**config.mk**
```make
export PLATFORM = sky130hd
export DESIGN_NAME = transmitter_spi
export DESIGN_NICKNAME = d
export VERILOG_FILES = /design/src/rtl/spi_pkg.sv /design/src/rtl/spi_tick_gen.sv /design/src/rtl/transmitter_spi.sv
export SDC_FILE = /design/constraint.sdc
export NUM_CORES = 1
export LEC_CHECK = 0
export ABC_AREA = 1
export CORE_MARGIN = 2
export CORE_UTILIZATION = 53
export DETAILED_ROUTE_END_ITERATION = 8
export PLACE_DENSITY = 0.79
export SETUP_SLACK_MARGIN = 0.2
export SYNTH_ARGS = -nofsm -noshare
export SYNTH_HDL_FRONTEND = slang
export SYNTH_SLANG_ARGS = --single-unit
export TNS_END_PERCENT = 10
```
**constraint.sdc**
```tcl
create_clock -name clk -period 1.9 [get_ports clk]
set_input_delay 0.19 -clock clk [delete_from_list [all_inputs] [get_ports clk]]
set_output_delay 0.19 -clock clk [all_outputs]
set_load 0.01 [all_outputs]
```
**src/rtl/spi_pkg.sv**
```systemverilog
// Shared SPI link definitions for transmitter_spi, receiver_spi and their benches.
package spi_pkg;

    localparam int unsigned SPI_WIDTH   = 32;
    localparam int unsigned SPI_CLK_DIV = 4;

    typedef enum logic [1:0] {
        IDLE  = 2'd0,
        SETUP = 2'd1,
        SHIFT = 2'd2,
        HOLD  = 2'd3
    } spi_state_t;

    // Counter width able to hold values 0..n-1, never narrower than one bit.
    function automatic int unsigned cnt_width(input int unsigned n);
        return (n > 1) ? $clog2(n) : 1;
    endfunction

endpackage : spi_pkg

```
**src/rtl/spi_tick_gen.sv**
```systemverilog
// Divider producing a one-cycle tick every CLK_DIV enabled cycles.
// 'en' is the enable for the coming cycle: the first tick appears CLK_DIV-1
// edges after the edge at which en is first sampled high, so the consumer
// acts exactly CLK_DIV cycles after enabling. en low clears the divider.
module spi_tick_gen
    import spi_pkg::*;
#(
    parameter int unsigned CLK_DIV = SPI_CLK_DIV
) (
    input  logic clk,
    input  logic rst_n,
    input  logic en,
    output logic tick
);

    localparam int unsigned CW = cnt_width(CLK_DIV);
    localparam logic [CW-1:0] CNT_LAST = CW'(CLK_DIV - 1);

    logic [CW-1:0] cnt_q, cnt_d;
    logic          tick_q, tick_d;

    // Count enabled cycles and flag the last one of each period.
    always_comb begin
        cnt_d  = '0;
        tick_d = 1'b0;
        if (en) begin
            if (cnt_q == CNT_LAST) begin
                tick_d = 1'b1;
                cnt_d  = '0;
            end else begin
                cnt_d = cnt_q + CW'(1);
            end
        end
    end

    // Divider state registers.
    always_ff @(posedge clk or negedge rst_n) begin
        if (!rst_n) begin
            cnt_q  <= '0;
            tick_q <= 1'b0;
        end else begin
            cnt_q  <= cnt_d;
            tick_q <= tick_d;
        end
    end

    assign tick = tick_q;

endmodule : spi_tick_gen

```
**src/rtl/transmitter_spi.sv**
```systemverilog
// SPI mode-0 master: serialises one WIDTH-bit word MSB first per new_sig rising edge.
module transmitter_spi
    import spi_pkg::*;
#(
    parameter int unsigned WIDTH   = SPI_WIDTH,
    parameter int unsigned CLK_DIV = SPI_CLK_DIV
) (
    input  logic             clk,
    input  logic             rst_n,
    input  logic             new_sig,
    input  logic [WIDTH-1:0] in_sig,
    output logic             busy,
    output logic             sig_sent,
    output logic             spi_sclk,
    output logic             spi_mosi,
    output logic             spi_cs_n
);

    localparam int unsigned BCW = cnt_width(WIDTH + 1);
    localparam logic [BCW-1:0] BIT_MAX = BCW'(WIDTH);

    spi_state_t       state_q, state_d;
    // Holds the bits still to be sent after the one currently on spi_mosi.
    logic [WIDTH-2:0] shreg_q, shreg_d;
    logic [BCW-1:0]   bit_cnt_q, bit_cnt_d;
    logic             sclk_q, sclk_d;
    logic             mosi_q, mosi_d;
    logic             cs_n_q, cs_n_d;
    logic             busy_q, busy_d;
    logic             sent_q, sent_d;
    logic             new_sig_q;
    logic             accept_c;
    logic             tick;
    logic             tick_en_c;

    // Rising edge of the request, honoured only while idle.
    assign accept_c  = new_sig & ~new_sig_q & (state_q == IDLE);
    assign tick_en_c = (state_d != IDLE);

    spi_tick_gen #(
        .CLK_DIV (CLK_DIV)
    ) u_tick_gen (
        .clk   (clk),
        .rst_n (rst_n),
        .en    (tick_en_c),
        .tick  (tick)
    );

    // Frame sequencing: next state and next output values.
    always_comb begin
        state_d   = state_q;
        shreg_d   = shreg_q;
        bit_cnt_d = bit_cnt_q;
        sclk_d    = sclk_q;
        mosi_d    = mosi_q;
        cs_n_d    = cs_n_q;
        busy_d    = busy_q;
        sent_d    = 1'b0;

        unique case (state_q)
            IDLE: begin
                busy_d = 1'b0;
                if (accept_c) begin
                    shreg_d   = in_sig[WIDTH-2:0];
                    mosi_d    = in_sig[WIDTH-1];
                    bit_cnt_d = '0;
                    cs_n_d    = 1'b0;
                    busy_d    = 1'b1;
                    state_d   = SETUP;
                end
            end
            SETUP: begin
                if (tick) begin
                    sclk_d    = 1'b1;
                    bit_cnt_d = BCW'(1);
                    state_d   = SHIFT;
                end
            end
            SHIFT: begin
                if (tick) begin
                    if (sclk_q) begin
                        // Falling edge: present the next bit.
                        sclk_d  = 1'b0;
                        mosi_d  = shreg_q[WIDTH-2];
                        shreg_d = shreg_q << 1;
                    end else if (bit_cnt_q == BIT_MAX) begin
                        // Last bit's low half-period done; clock stays low.
                        state_d = HOLD;
                    end else begin
                        sclk_d    = 1'b1;
                        bit_cnt_d = (bit_cnt_q == BIT_MAX) ? bit_cnt_q
                                                           : bit_cnt_q + BCW'(1);
                    end
                end
            end
            HOLD: begin
                if (tick) begin
                    cs_n_d  = 1'b1;
                    mosi_d  = 1'b0;
                    sent_d  = 1'b1;
                    state_d = IDLE;
                end
            end
            default: begin
                state_d = IDLE;
            end
        endcase
    end

    // State and output registers; reset abandons any frame in flight.
    always_ff @(posedge clk or negedge rst_n) begin
        if (!rst_n) begin
            state_q   <= IDLE;
            shreg_q   <= '0;
            bit_cnt_q <= '0;
            sclk_q    <= 1'b0;
            mosi_q    <= 1'b0;
            cs_n_q    <= 1'b1;
            busy_q    <= 1'b0;
            sent_q    <= 1'b0;
            new_sig_q <= 1'b1;
        end else begin
            state_q   <= state_d;
            shreg_q   <= shreg_d;
            bit_cnt_q <= bit_cnt_d;
            sclk_q    <= sclk_d;
            mosi_q    <= mosi_d;
            cs_n_q    <= cs_n_d;
            busy_q    <= busy_d;
            sent_q    <= sent_d;
            new_sig_q <= new_sig;
        end
    end

    assign busy     = busy_q;
    assign sig_sent = sent_q;
    assign spi_sclk = sclk_q;
    assign spi_mosi = mosi_q;
    assign spi_cs_n = cs_n_q;

endmodule : transmitter_spi
```
==> Yosys cells after proc, flatten, opt, wreduce, memory -nomap -nowiden <==
Cells that the tools add are included.
{ "totals": {"romBits": 0, "ram_bits": 0, "wordCells": 76, "out_inout_bits": 5, "in_bits": 35, "memories": 0, "regBits": 48, "latch_bits": 0} }
{ "op_classes": {"multipliers": 0, "bitwise_logic": 3, "div_mod_pow": 0, "eq_ne": 12, "reduce_logical": 12, "muxes": 36, "shift": 0, "add_sub_neg": 2, "n_lt_le_gt_ge": 0} }
{ "op_table": {"columns": ["cell", "n"], "rows": [
  ["$mux W31", 3],
  ["$pmux W31 S2", 1],
  ["$mux W6", 5],
  ["$pmux W6 S3", 1],
  ["$mux W2", 8],
  ["$mux W1", 14],
  ["$ne A2 B2 Y1 const B", 4],
  ["$pmux W2 S4", 1],
  ["$reduce_bool A2 Y1", 4],
  ["$add A6 B1 Y6 const B", 1],
  ["$eq A2 B2 Y1 const B", 3],
  ["$eq A6 B6 Y1 const B", 1],
  ["$ne A2 B1 Y1 const B", 3],
  ["$reduce_and A3 Y1", 2],
  ["$reduce_and A6 Y1", 1],
  ["$reduce_bool A3 Y1", 2],
  ["$reduce_and A5 Y1", 1],
  ["$pmux W1 S2", 2],
  ["$reduce_and A4 Y1", 1],
  ["$pmux W1 S3", 1],
  ["$add A2 B1 Y2 const B", 1],
  ["$and A1 B1 Y1", 2],
  ["$eq A2 B1 Y1 const B", 1],
  ["$logic_not A2 Y1", 1],
  ["$not A1 Y1", 1]
]} }

==> Longest topological paths before layout <==
Gate-level depths: netlist of run 1.
{ "depth": {"ltp_word": 7, "depth_mapped": 9, "ltp_nobuf": 9} }

==> By module <==
From an unflattened synthesis of run 1, not the netlist that was laid out.
{ "hier_totals": {"cells_unflattened": 262, "hier_area_um2": 2560.0} }
{ "modules_own_cells": {"columns": ["module", "cells_each", "seq_area_each_um2", "area_each_um2", "n_inst"], "rows": [
  ["transmitter_spi", 251, 1128.6, 2446.1, 1],
  ["spi_tick_gen", 11, 75.1, 113.9, 1]
]} }

==> Least setup slack after synthesis of run 1 <==
Ideal clock, no wire load.
{ "synth_timing": {"kind": "reg2reg", "from": "reg state_q[1]", "to": "reg shreg_q[21]", "slack_ps": 349, "arrival_ps": 1425, "setup_ps": 126, "period_less_slack_ps": 1551, "t_required_ps": 1774, "n_path_buf": 1, "path_stages_with_launch": 9, "path_cell_list": "dfrtp_1 inv_1 ha_1 nor2_1 a21oi_1 nand2_1 nor2_4 buf_2 o21ai_0"} }
{ "synth_via": {"elab_chain_cells": 4, "word_cells_on_any_way": 9, "cone_classes": "eq/ne (4); mux (1); bitwise (1); reduce/logical (3)"} }
{ "synth_rtl": {"columns": ["element", "line_no", "source"], "rows": [
  ["from (decl)", "transmitter_spi.sv:22", "spi_state_t state_q, state_d;"],
  ["from (signal assigned)", "transmitter_spi.sv:123", "state_q <= state_d;"],
  ["$logic_not A2 Y1", "transmitter_spi.sv:37, transmitter_spi.sv:60", null],
  ["$and A1 B1 Y1", "transmitter_spi.sv:37", "assign accept_c = new_sig & ~new_sig_q & (state_q == IDLE);"],
  ["$ne A2 B2 Y1 (no line)", null, null],
  ["$reduce_and A4 Y1 (no line)", null, null],
  ["to (signal assigned)", "transmitter_spi.sv:124", "shreg_q <= shreg_d;"],
  ["to (decl)", "transmitter_spi.sv:24", "logic [WIDTH-2:0] shreg_q, shreg_d;"]
]} }
Several ways; a longest one is shown, not always the timed one.
A chain may end at the register's enable or synchronous reset.

==> Final worst setup path of run 1 <==
{ "layout_timing": {"from": "reg state_q[0]", "to": "reg shreg_q[28]"} }
The elaborated chain is that of the path after synthesis.

==> results_dict.tcl, run 1 <==
set metrics [dict create \
    cp_cell_sequence "inv_2, ha_4, nor2_2, a21oi_1, nand2_1, nor2_4, buf_4, buf_12, nand2_1, o21ai_1" \
    nets 419 \
    crit_arrival_ps 1930 \
    crit_top_cell "nand2_1" \
    ys_seq_area_share_pct 48.1 \
    root_buffer "clkbuf_8" \
    num_rows 25 \
    dieArea_mm2 0.00529 \
    area_delta_synth_final_pct 29.5 \
    cts_sinks 48 \
    total_power_w 0.00505 \
    fp.coreArea_mm2 0.00463 \
    diodes 0 \
    synthCells 330 \
    clk_latency_ps 310 \
    worstPathRequired_ps 2120 \
    drc 0 \
    hpwlAfterDp_um 3480 \
    crit_slowest_cell "dfrtp_1" \
    die_x_um 72.7 \
    skew_ps 5.06 \
    place_congestion 0.806 \
    gr-total-overflow 0 \
    firstDrtPassIters 4 \
    start_kind "register" \
    leakage_nw 1.60 \
    fin_crit_ps 1700 \
    viasPerCell 5.22 \
    status "finished, final reports clean" \
    ctsLongestPathBuffers 2 \
    vdd_drop_max_mv 0.918 \
    end_kind "register" \
    crit_type "register to register" \
    synth_cell_types 24 \
    antenna_found_initial 0 \
    place_inst 415 \
    multi_input_area_mm2 0.00106 \
    num_vias 2253 \
    ant_nets 0 \
    netlist_area_mm2 0.00250 \
    cts_tree "done" \
    cts_buffers 5 \
    maxSlewViolCount 0 \
    start_util_pct 54.1 \
    path_clk_slew_ps 90 \
    tightest_slew_ps 483 \
    p_per_area_mw_per_mm2 1560 \
    setup_viol 0 \
    slowest_delay_ps 440 \
    grt_max_degree 36 \
    timing.final.crit_share_pct 89.5 \
    grt_setup_unrepaired "true" \
    timing.slew.headroom_pct 67.8 \
    final-hold-violation-count 0 \
    die_h_um 72.7 \
    cp_max_fo 17 \
    fill_cells 350 \
    cts.htree.levels 2 \
    grtUsageTotal_pct 21.4 \
    avgSynthCellArea_um2 7.59 \
    yosys_warnings 0 \
    critical_path.top_delay_family "flip-flops" \
    fin_tns_setup_ps 0 \
    synth_fp_nets 372 \
    cap_violations 0 \
    stdcell_count 432 \
    drt_iter0_markers 143 \
    hp-class "input pin to register" \
    portBuffers 39 \
    final_layout_size_suffix_gt1_share_pct 9.52 \
    grt_pass1_vias 2033 \
    top_level_ports 40 \
    wirelength_um 5520 \
    seq_area_mm2 0.00120 \
    wire_per_inst_um 12.8 \
    cp.buffers_inverters 3 \
    ys_ff_latch 48 \
    max_freq_ghz 0.588 \
    grt_pass1_wl_um 8910 \
]
## metal layers
layer | up-vias | track usage [%] | share of wire (%)
met5 | - | 0 | 0
met1 | 1042 | 28.2 | 44
met3 | 8 | 5.52 | 5.1
li1 | 1132 | - | -
met4 | 0 | 7.00 | 1.3
met2 | 71 | 34.6 | 49
## worst reg2reg max path, cell delays in order, from the launching register on
cell	delay (ps)
dfrtp_1	440
inv_2	150
ha_4	190
nor2_2	60
a21oi_1	110
nand2_1	110
nor2_4	130
buf_4	140
buf_12	130
nand2_1	60
o21ai_1	100
## Yosys cell counts, drive strengths merged
| cell | n | share of area, % |
|---|---|---|
| nand4 | 3 | 0.75 |
| a21oi | 5 | 1.0 |
| nand2 | 94 | 14 |
| nor3 | 1 | 0.20 |
| o21ai | 73 | 15 |
| inv | 53 | 7.9 |
| dfrtp | 46 | 46 |
| a21boi | 2 | 0.60 |
| or2 | 1 | 0.25 |
| dfstp | 2 | 2.1 |
| nand3 | 12 | 2.4 |
| clkbuf | 3 | 0.45 |
| o31ai | 1 | 0.30 |
| ha | 7 | 3.5 |
| o211ai | 1 | 0.30 |
| nor2 | 15 | 2.6 |
| buf | 11 | 2.9 |
## placed cells by master (no fill, tap or decap)
master / instances
bufbuf_16: 1
buf_2: 1
nand2_1: 94
nand3_1: 11
bufinv_16: 1
o21ai_0: 61
o211ai_1: 1
dfrtp_1: 46
a21oi_2: 1
inv_2: 3
clkdlybuf4s50_1: 38
ha_4: 2
dfstp_2: 2
nor2_4: 1
nand3_4: 1
nor2_1: 12
nor3_1: 1
buf_12: 3
ha_1: 5
o21ai_1: 12
or2_2: 1
dlygate4sd3_1: 1
inv_1: 50
a21oi_1: 4
a21boi_0: 2
o31ai_1: 1
clkbuf_8: 7
nor2_2: 2
buf_6: 1
nand4_1: 3
clkbuf_16: 1
buf_4: 8
## per-stage QoR
stage	instance area [µm²]	utilization [%]	setup WS [ps]	hold WS, ps
5_1_grt	3240	70.0	117	324
3_3_place_gp	2960	63.8	217	167
6_report	3240	70.0	199	305
4_1_cts	3190	69.0	208	298
2_1_floorplan	2500	-	349	-106
3_5_place_dp	2960	63.8	151	176
## final cells by class
cell class | instances | share of cell area, %
Clock buffer | 7 | 2.97
Clock inverter | 1 | 0.926
Inverter | 53 | 6.14
Multi-Input combinational cell | 215 | 32.7
Sequential cell | 48 | 37.1
Tap cell | 54 | 2.08
Timing Repair Buffer | 54 | 18.0
## repair_timing
action | CTS | global route
hold endpoints to repair | 19 | 0
setup buffers | 6 | 0
hold buffers | 1 | 0
endpoints found under the setup margin | 33 | 40
gates cloned | 1 | 1
pin swaps | 1 | 1
gates resized for setup | 6 | 6
## report_power, final
part           leakage, nW  switching [W]  internal, W  total [W]
sequential           0.601       0.000155      0.00145    0.00161
combinational        0.937        0.00145      0.00118    0.00263
clock               0.0645       0.000345     0.000465   0.000810
total                 1.60        0.00195      0.00310    0.00505
## flip-flops by register name, indices dropped and copies added (netlist names)
name / cells
sig_sent: 1
bit_cnt_q: 6
spi_mosi: 1
u_tick_gen.cnt_q: 2
spi_sclk: 1
spi_cs_n: 1
state_q: 2
u_tick_gen.tick: 1
busy: 1
shreg_q: 31
new_sig_q: 1
## cell families after synthesis
kind of cell    synth area share, %
simple gates                   20.3
compound gates                 16.8
buf+inv                        11.3
flops                          48.1
fa+ha+maj                      3.50
## path summary, 6_finish.rpt
path,endpoint,startpoint,slack (ps),depth (start not counted)
max,shreg_q[28],state_q[0],200,10
min,new_sig_q,new_sig,300,1
max reg2reg,shreg_q[28],state_q[0],200,10
min reg2reg,spi_cs_n,spi_cs_n,520,2
max in group asynchronous,spi_cs_n,rst_n,950,3
min in group asynchronous,u_tick_gen.cnt_q[1],rst_n,370,2
(Power assumes the default switching activity.)
==> run 2: changes to the inputs <==
--- a/config.mk
+++ b/config.mk
@@ -8,6 +8,7 @@
 export ABC_AREA = 1
 export CORE_MARGIN = 2
 export CORE_UTILIZATION = 53
+export CTS_BUF_LIST = sky130_fd_sc_hd__clkbuf_16
 export DETAILED_ROUTE_END_ITERATION = 8
 export PLACE_DENSITY = 0.79
 export SETUP_SLACK_MARGIN = 0.2
==> run 2 against run 1 <==
Critical path depth unchanged. Register-to-register slack improved by 20 ps. Via count increased by 0.49%. Worst hold slack improved by 28 ps. Sequential cell count unchanged. Worst setup slack improved by 18 ps.
==> results_dict.tcl, run 2 (synthesis results as in run 1) <==
set metrics [dict create \
    reg_top3 "shreg_q x31, bit_cnt_q x6" \
    grt_pass1_wl_um 8540 \
    timing.final.crit_share_pct 88.6 \
    hp-class "input pin to register" \
    place_inst 415 \
    antenna_found_initial 0 \
    skew_ps 5.42 \
    layout_commonest_cell "nand2_1" \
    nets 419 \
    dieArea_mm2 0.00529 \
    fp.coreArea_mm2 0.00463 \
    portBuffers 39 \
    wirelength_um 5860 \
    dpl_worst_slack_ps 151 \
    diodes 0 \
    timing.slew.headroom_pct 67.2 \
    maxSlewViolCount 0 \
    leakage_nw 1.63 \
    p_per_area_mw_per_mm2 1650 \
    clk_latency_ps 280 \
    ant_nets 0 \
    grt_pass1_vias 1988 \
    setup_ws_ps 217 \
    area_delta_synth_final_pct 33.1 \
    start_util_pct 54.1 \
    setup_viol 0 \
    die_x_um 72.7 \
    crit_arrival_ps 1890 \
    drt_iter0_markers 158 \
    max_freq_ghz 0.594 \
    stdcell_count 432 \
    cts_tree "done" \
    fin_crit_ps 1680 \
    fin_tns_setup_ps 0 \
    gr-total-overflow 0 \
    wire_per_inst_um 13.6 \
    drc 0 \
    top_level_ports 40 \
    mostFrequentLayoutCells "nand2_1, o21ai_0, inv_1" \
    cts_sinks 48 \
    cts_buffers 5 \
    grtUsageTotal_pct 20.5 \
    hpwlAfterDp_um 3480 \
    largest_register "shreg_q" \
    num_vias 2264 \
    status "finished, final reports clean" \
    final_layout_size_suffix_gt1_share_pct 10.1 \
    grt_setup_unrepaired "true" \
    largest_reg_flops 31 \
    fill_cells 339 \
    worstPathRequired_ps 2110 \
    final-hold-violation-count 0 \
    ctsLongestPathBuffers 2 \
    vdd_drop_max_mv 1.02 \
    cts.htree.levels 2 \
    root_buffer "clkbuf_16" \
    die_h_um 72.7 \
    crit_type "register to register" \
    viasPerCell 5.24 \
    place_congestion 0.806 \
    cp_max_fo 13 \
    start_kind "register" \
    tightest_slew_ps 492 \
    firstDrtPassIters 4 \
    num_rows 25 \
    grt_max_degree 36 \
    end_kind "register" \
    cap_violations 0 \
    path_clk_slew_ps 60 \
]
## run 2: layer usage
metal | share of wire [%] | global-route usage (%)
met5 | 0 | 0
met4 | 1.2 | 4.73
met3 | 5.2 | 5.52
met2 | 53 | 34.0
met1 | 41 | 26.8
## run 2: path summary, 6_finish.rpt
kind / from / cells after the start / to / slack, ps
setup / recovery: state_q[1] / 10 / shreg_q[10] / 220
hold / removal: new_sig / 1 / new_sig_q / 330
setup reg to reg: state_q[1] / 10 / shreg_q[10] / 220
hold reg to reg: u_tick_gen.cnt_q[0] / 2 / u_tick_gen.cnt_q[0] / 510
max in group asynchronous: rst_n / 3 / spi_cs_n / 910
min in group asynchronous: rst_n / 2 / u_tick_gen.cnt_q[1] / 400
## run 2: cell type report
type                    instances  area, µm²  share of cell area [%]
inverters                      53        201                    6.04
clock buffers                   5        125                    3.75
flip-flops and latches         48       1200                    36.1
clock inverters                 3       37.5                    1.13
well taps                      54       67.6                    2.03
repair buffers                 54        624                    18.7
multi-input cells             215       1070                    32.2
## run 2: timing repair
| item | in CTS | in global routing |
|---|---|---|
| cloned | 0 | 5 |
| setup buffers | 0 | 3 |
| gates resized for setup | 1 | 16 |
| hold endpoints to repair | 19 | 0 |
| hold buffers | 1 | 0 |
| setup endpoints to repair | 30 | 40 |
| pin swaps | 0 | 3 |
## run 2: where the power goes
group          total [W]  internal [W]  switching, W  leakage [nW]
combinational    0.00291       0.00135       0.00156         0.949
clock           0.000975      0.000612      0.000363        0.0789
sequential       0.00163       0.00146      0.000172         0.600
total            0.00551       0.00341       0.00210          1.63
## run 2: stage by stage
stage / cell area (µm²) / hold slack [ps] / power [W] / utilization (%)
after global placement: 2960 / 167 / 0.00360 / 63.8
final: 3330 / 333 / 0.00551 / 72.0
after CTS: 3130 / 331 / 0.00471 / 67.7
after global routing: 3330 / 357 / 0.00592 / 72.0
after floorplan: 2500 / -106 / 0.00316 / -
after detailed placement: 2960 / 176 / 0.00369 / 63.8
## run 2: critical path, cell delays in order (launching register included)
cell	delay, ps
dfrtp_2	470
inv_4	100
ha_4	180
nor2_4	60
a21oi_2	110
nand2_2	90
nor2_4	140
buf_12	150
clkbuf_16	160
nand2_1	60
o21ai_1	90
==> run 3: changes to the inputs <==
--- a/config.mk
+++ b/config.mk
@@ -10,7 +10,7 @@
 export CORE_UTILIZATION = 53
 export CTS_BUF_LIST = sky130_fd_sc_hd__clkbuf_16
 export DETAILED_ROUTE_END_ITERATION = 8
-export PLACE_DENSITY = 0.79
+export PLACE_DENSITY_LB_ADDON = 0.2
 export SETUP_SLACK_MARGIN = 0.2
 export SYNTH_ARGS = -nofsm -noshare
 export SYNTH_HDL_FRONTEND = slang
==> run 3 against run 2 <==
The run now ends with negative hold slack left. Cell count decreased by 2.1%. Worst setup slack improved by 44 ps. Count of clock-buffer cells in the layout unchanged. Sequential power about the same. Via count decreased by 4.4%. Total power decreased by 16%. Fmax increased by 2.7%. Global-route usage increased by 0.20 points. Worst hold slack got worse by 340 ps.
==> results_dict.tcl, run 3 (synthesis results as in run 1) <==
set metrics [dict create \
    status "finished, violations left" \
    violations "negative hold slack" \
    fin_tns_setup_ps 0 \
    ant_nets 0 \
    largest_reg_flops 31 \
    wire_per_inst_um 11.8 \
    vdd_drop_max_mv 0.822 \
    end_kind "register" \
    num_vias 2165 \
    grt_setup_unrepaired "true" \
    final_layout_size_suffix_gt1_share_pct 7.59 \
    die_x_um 72.7 \
    cp_max_fo 34 \
    tightest_slew_ps 602 \
    path_clk_slew_ps 60 \
    hpwlAfterDp_um 3320 \
    p_per_area_mw_per_mm2 1490 \
    max_freq_ghz 0.610 \
    antenna_found_initial 0 \
    nets 410 \
    largest_register "shreg_q" \
    wirelength_um 4970 \
    grt_pass1_vias 1953 \
    cts_sinks 48 \
    crit_type "register to register" \
    drc 0 \
    die_h_um 72.7 \
    maxSlewViolCount 0 \
    ctsLongestPathBuffers 2 \
    setup_ws_ps 262 \
    worstPathRequired_ps 2100 \
    num_rows 25 \
    drt_iter0_markers 99 \
    postLayoutCellArea_mm2 0.00313 \
    area_delta_synth_final_pct 24.9 \
    diodes 0 \
    gr-total-overflow 0 \
    stdcell_count 423 \
    timing.slew.headroom_pct 59.9 \
    hp-class "input pin to asynchronous set/reset pin" \
    placed_area_mm2 0.00294 \
    portBuffers 39 \
    crit_arrival_ps 1840 \
    start_util_pct 54.1 \
    cts_buffers 5 \
    place_inst 415 \
    cap_violations 0 \
    final_core_util_pct 67.5 \
    fin_crit_ps 1640 \
    grtUsageTotal_pct 20.7 \
    reg_top3 "shreg_q x31, bit_cnt_q x6" \
    clk_latency_ps 290 \
    cts_tree "done" \
    setup_viol 0 \
    viasPerCell 5.12 \
    mostFrequentLayoutCells "nand2_1, o21ai_0, inv_1" \
    grt_max_degree 49 \
    grt_pass1_wl_um 8510 \
    leakage_nw 1.54 \
    root_buffer "clkbuf_16" \
    post_cts_buffers 0 \
    firstDrtPassIters 4 \
    whs_ps -7.49 \
    fp.coreArea_mm2 0.00463 \
    fill_cells 390 \
    timing.final.crit_share_pct 86.2 \
    cts.htree.levels 2 \
    top_level_ports 40 \
    layout_commonest_cell "nand2_1" \
    dpl_worst_slack_ps 82.1 \
    place_congestion 0.970 \
    skew_ps 5.74 \
    dieArea_mm2 0.00529 \
    final-hold-violation-count 4 \
    start_kind "register" \
]
-- run 3: changes by cell type in the layout (fill, tap and decap cells not counted), sizes merged --
cell / change
bufinv: -1
buf: -4
clkbuf: -4
dlygate4sd3: -1
clkinv: +1
-- run 3: final cells by class --
class / instances / area (µm²) / share of cell area, %
tap: 54 / 67.6 / 2.16
timing repair buffer: 45 / 459 / 14.7
clock inverter: 3 / 13.8 / 0.440
sequential: 48 / 1200 / 38.5
multi-input combinational: 215 / 1060 / 33.8
inverter: 53 / 199 / 6.36
clock buffer: 5 / 125 / 4.00
-- run 3: repair_timing --
action	CTS	global route
gates resized for setup	6	5
hold buffers	0	0
hold endpoints to repair	0	0
setup endpoints to repair	37	40
-- run 3: path summary, 6_finish.rpt --
kind                                  endpoint  slack [ps]  cells past startpoint                start
setup / recovery                    shreg_q[9]         260                      9           state_q[0]
hold / removal                    bit_cnt_q[3]          -7                      2                rst_n
setup reg to reg                    shreg_q[9]         260                      9           state_q[0]
hold reg to reg            u_tick_gen.cnt_q[0]         510                      2  u_tick_gen.cnt_q[0]
max in group asynchronous           state_q[1]        1460                      2                rst_n
min in group clk                     new_sig_q         340                      1              new_sig
-- run 3: through the flow --
| stage | hold WS [ps] | power, W |
|---|---|---|
| 2_1_floorplan | -106 | 0.00316 |
| 3_3_place_gp | 321 | 0.00361 |
| 3_5_place_dp | 323 | 0.00370 |
| 4_1_cts | 23.9 | 0.00465 |
| 5_1_grt | 74.2 | 0.00510 |
| 6_report | -7.49 | 0.00465 |
-- run 3: power by group --
| group | internal (W) | total [W] | switching (W) | leakage, nW |
|---|---|---|---|---|
| clock | 0.000478 | 0.000839 | 0.000360 | 0.0710 |
| combinational | 0.000858 | 0.00219 | 0.00133 | 0.868 |
| sequential | 0.00146 | 0.00163 | 0.000172 | 0.600 |
-- run 3: critical path: stages, from the launching register on --
cell	delay (ps)
dfrtp_1	420
inv_2	130
ha_4	200
nor2_2	60
a21oi_1	130
nand2_1	110
nor2_4	150
buf_12	190
nand2_1	60
o21ai_1	90
-- run 3: per-layer routing --
layer / global-route usage [%] / wire, µm
met4: 5.97 / 37
met3: 4.42 / 206
met1: 26.7 / 2290
met2: 35.1 / 2440
met5: 0 / 0
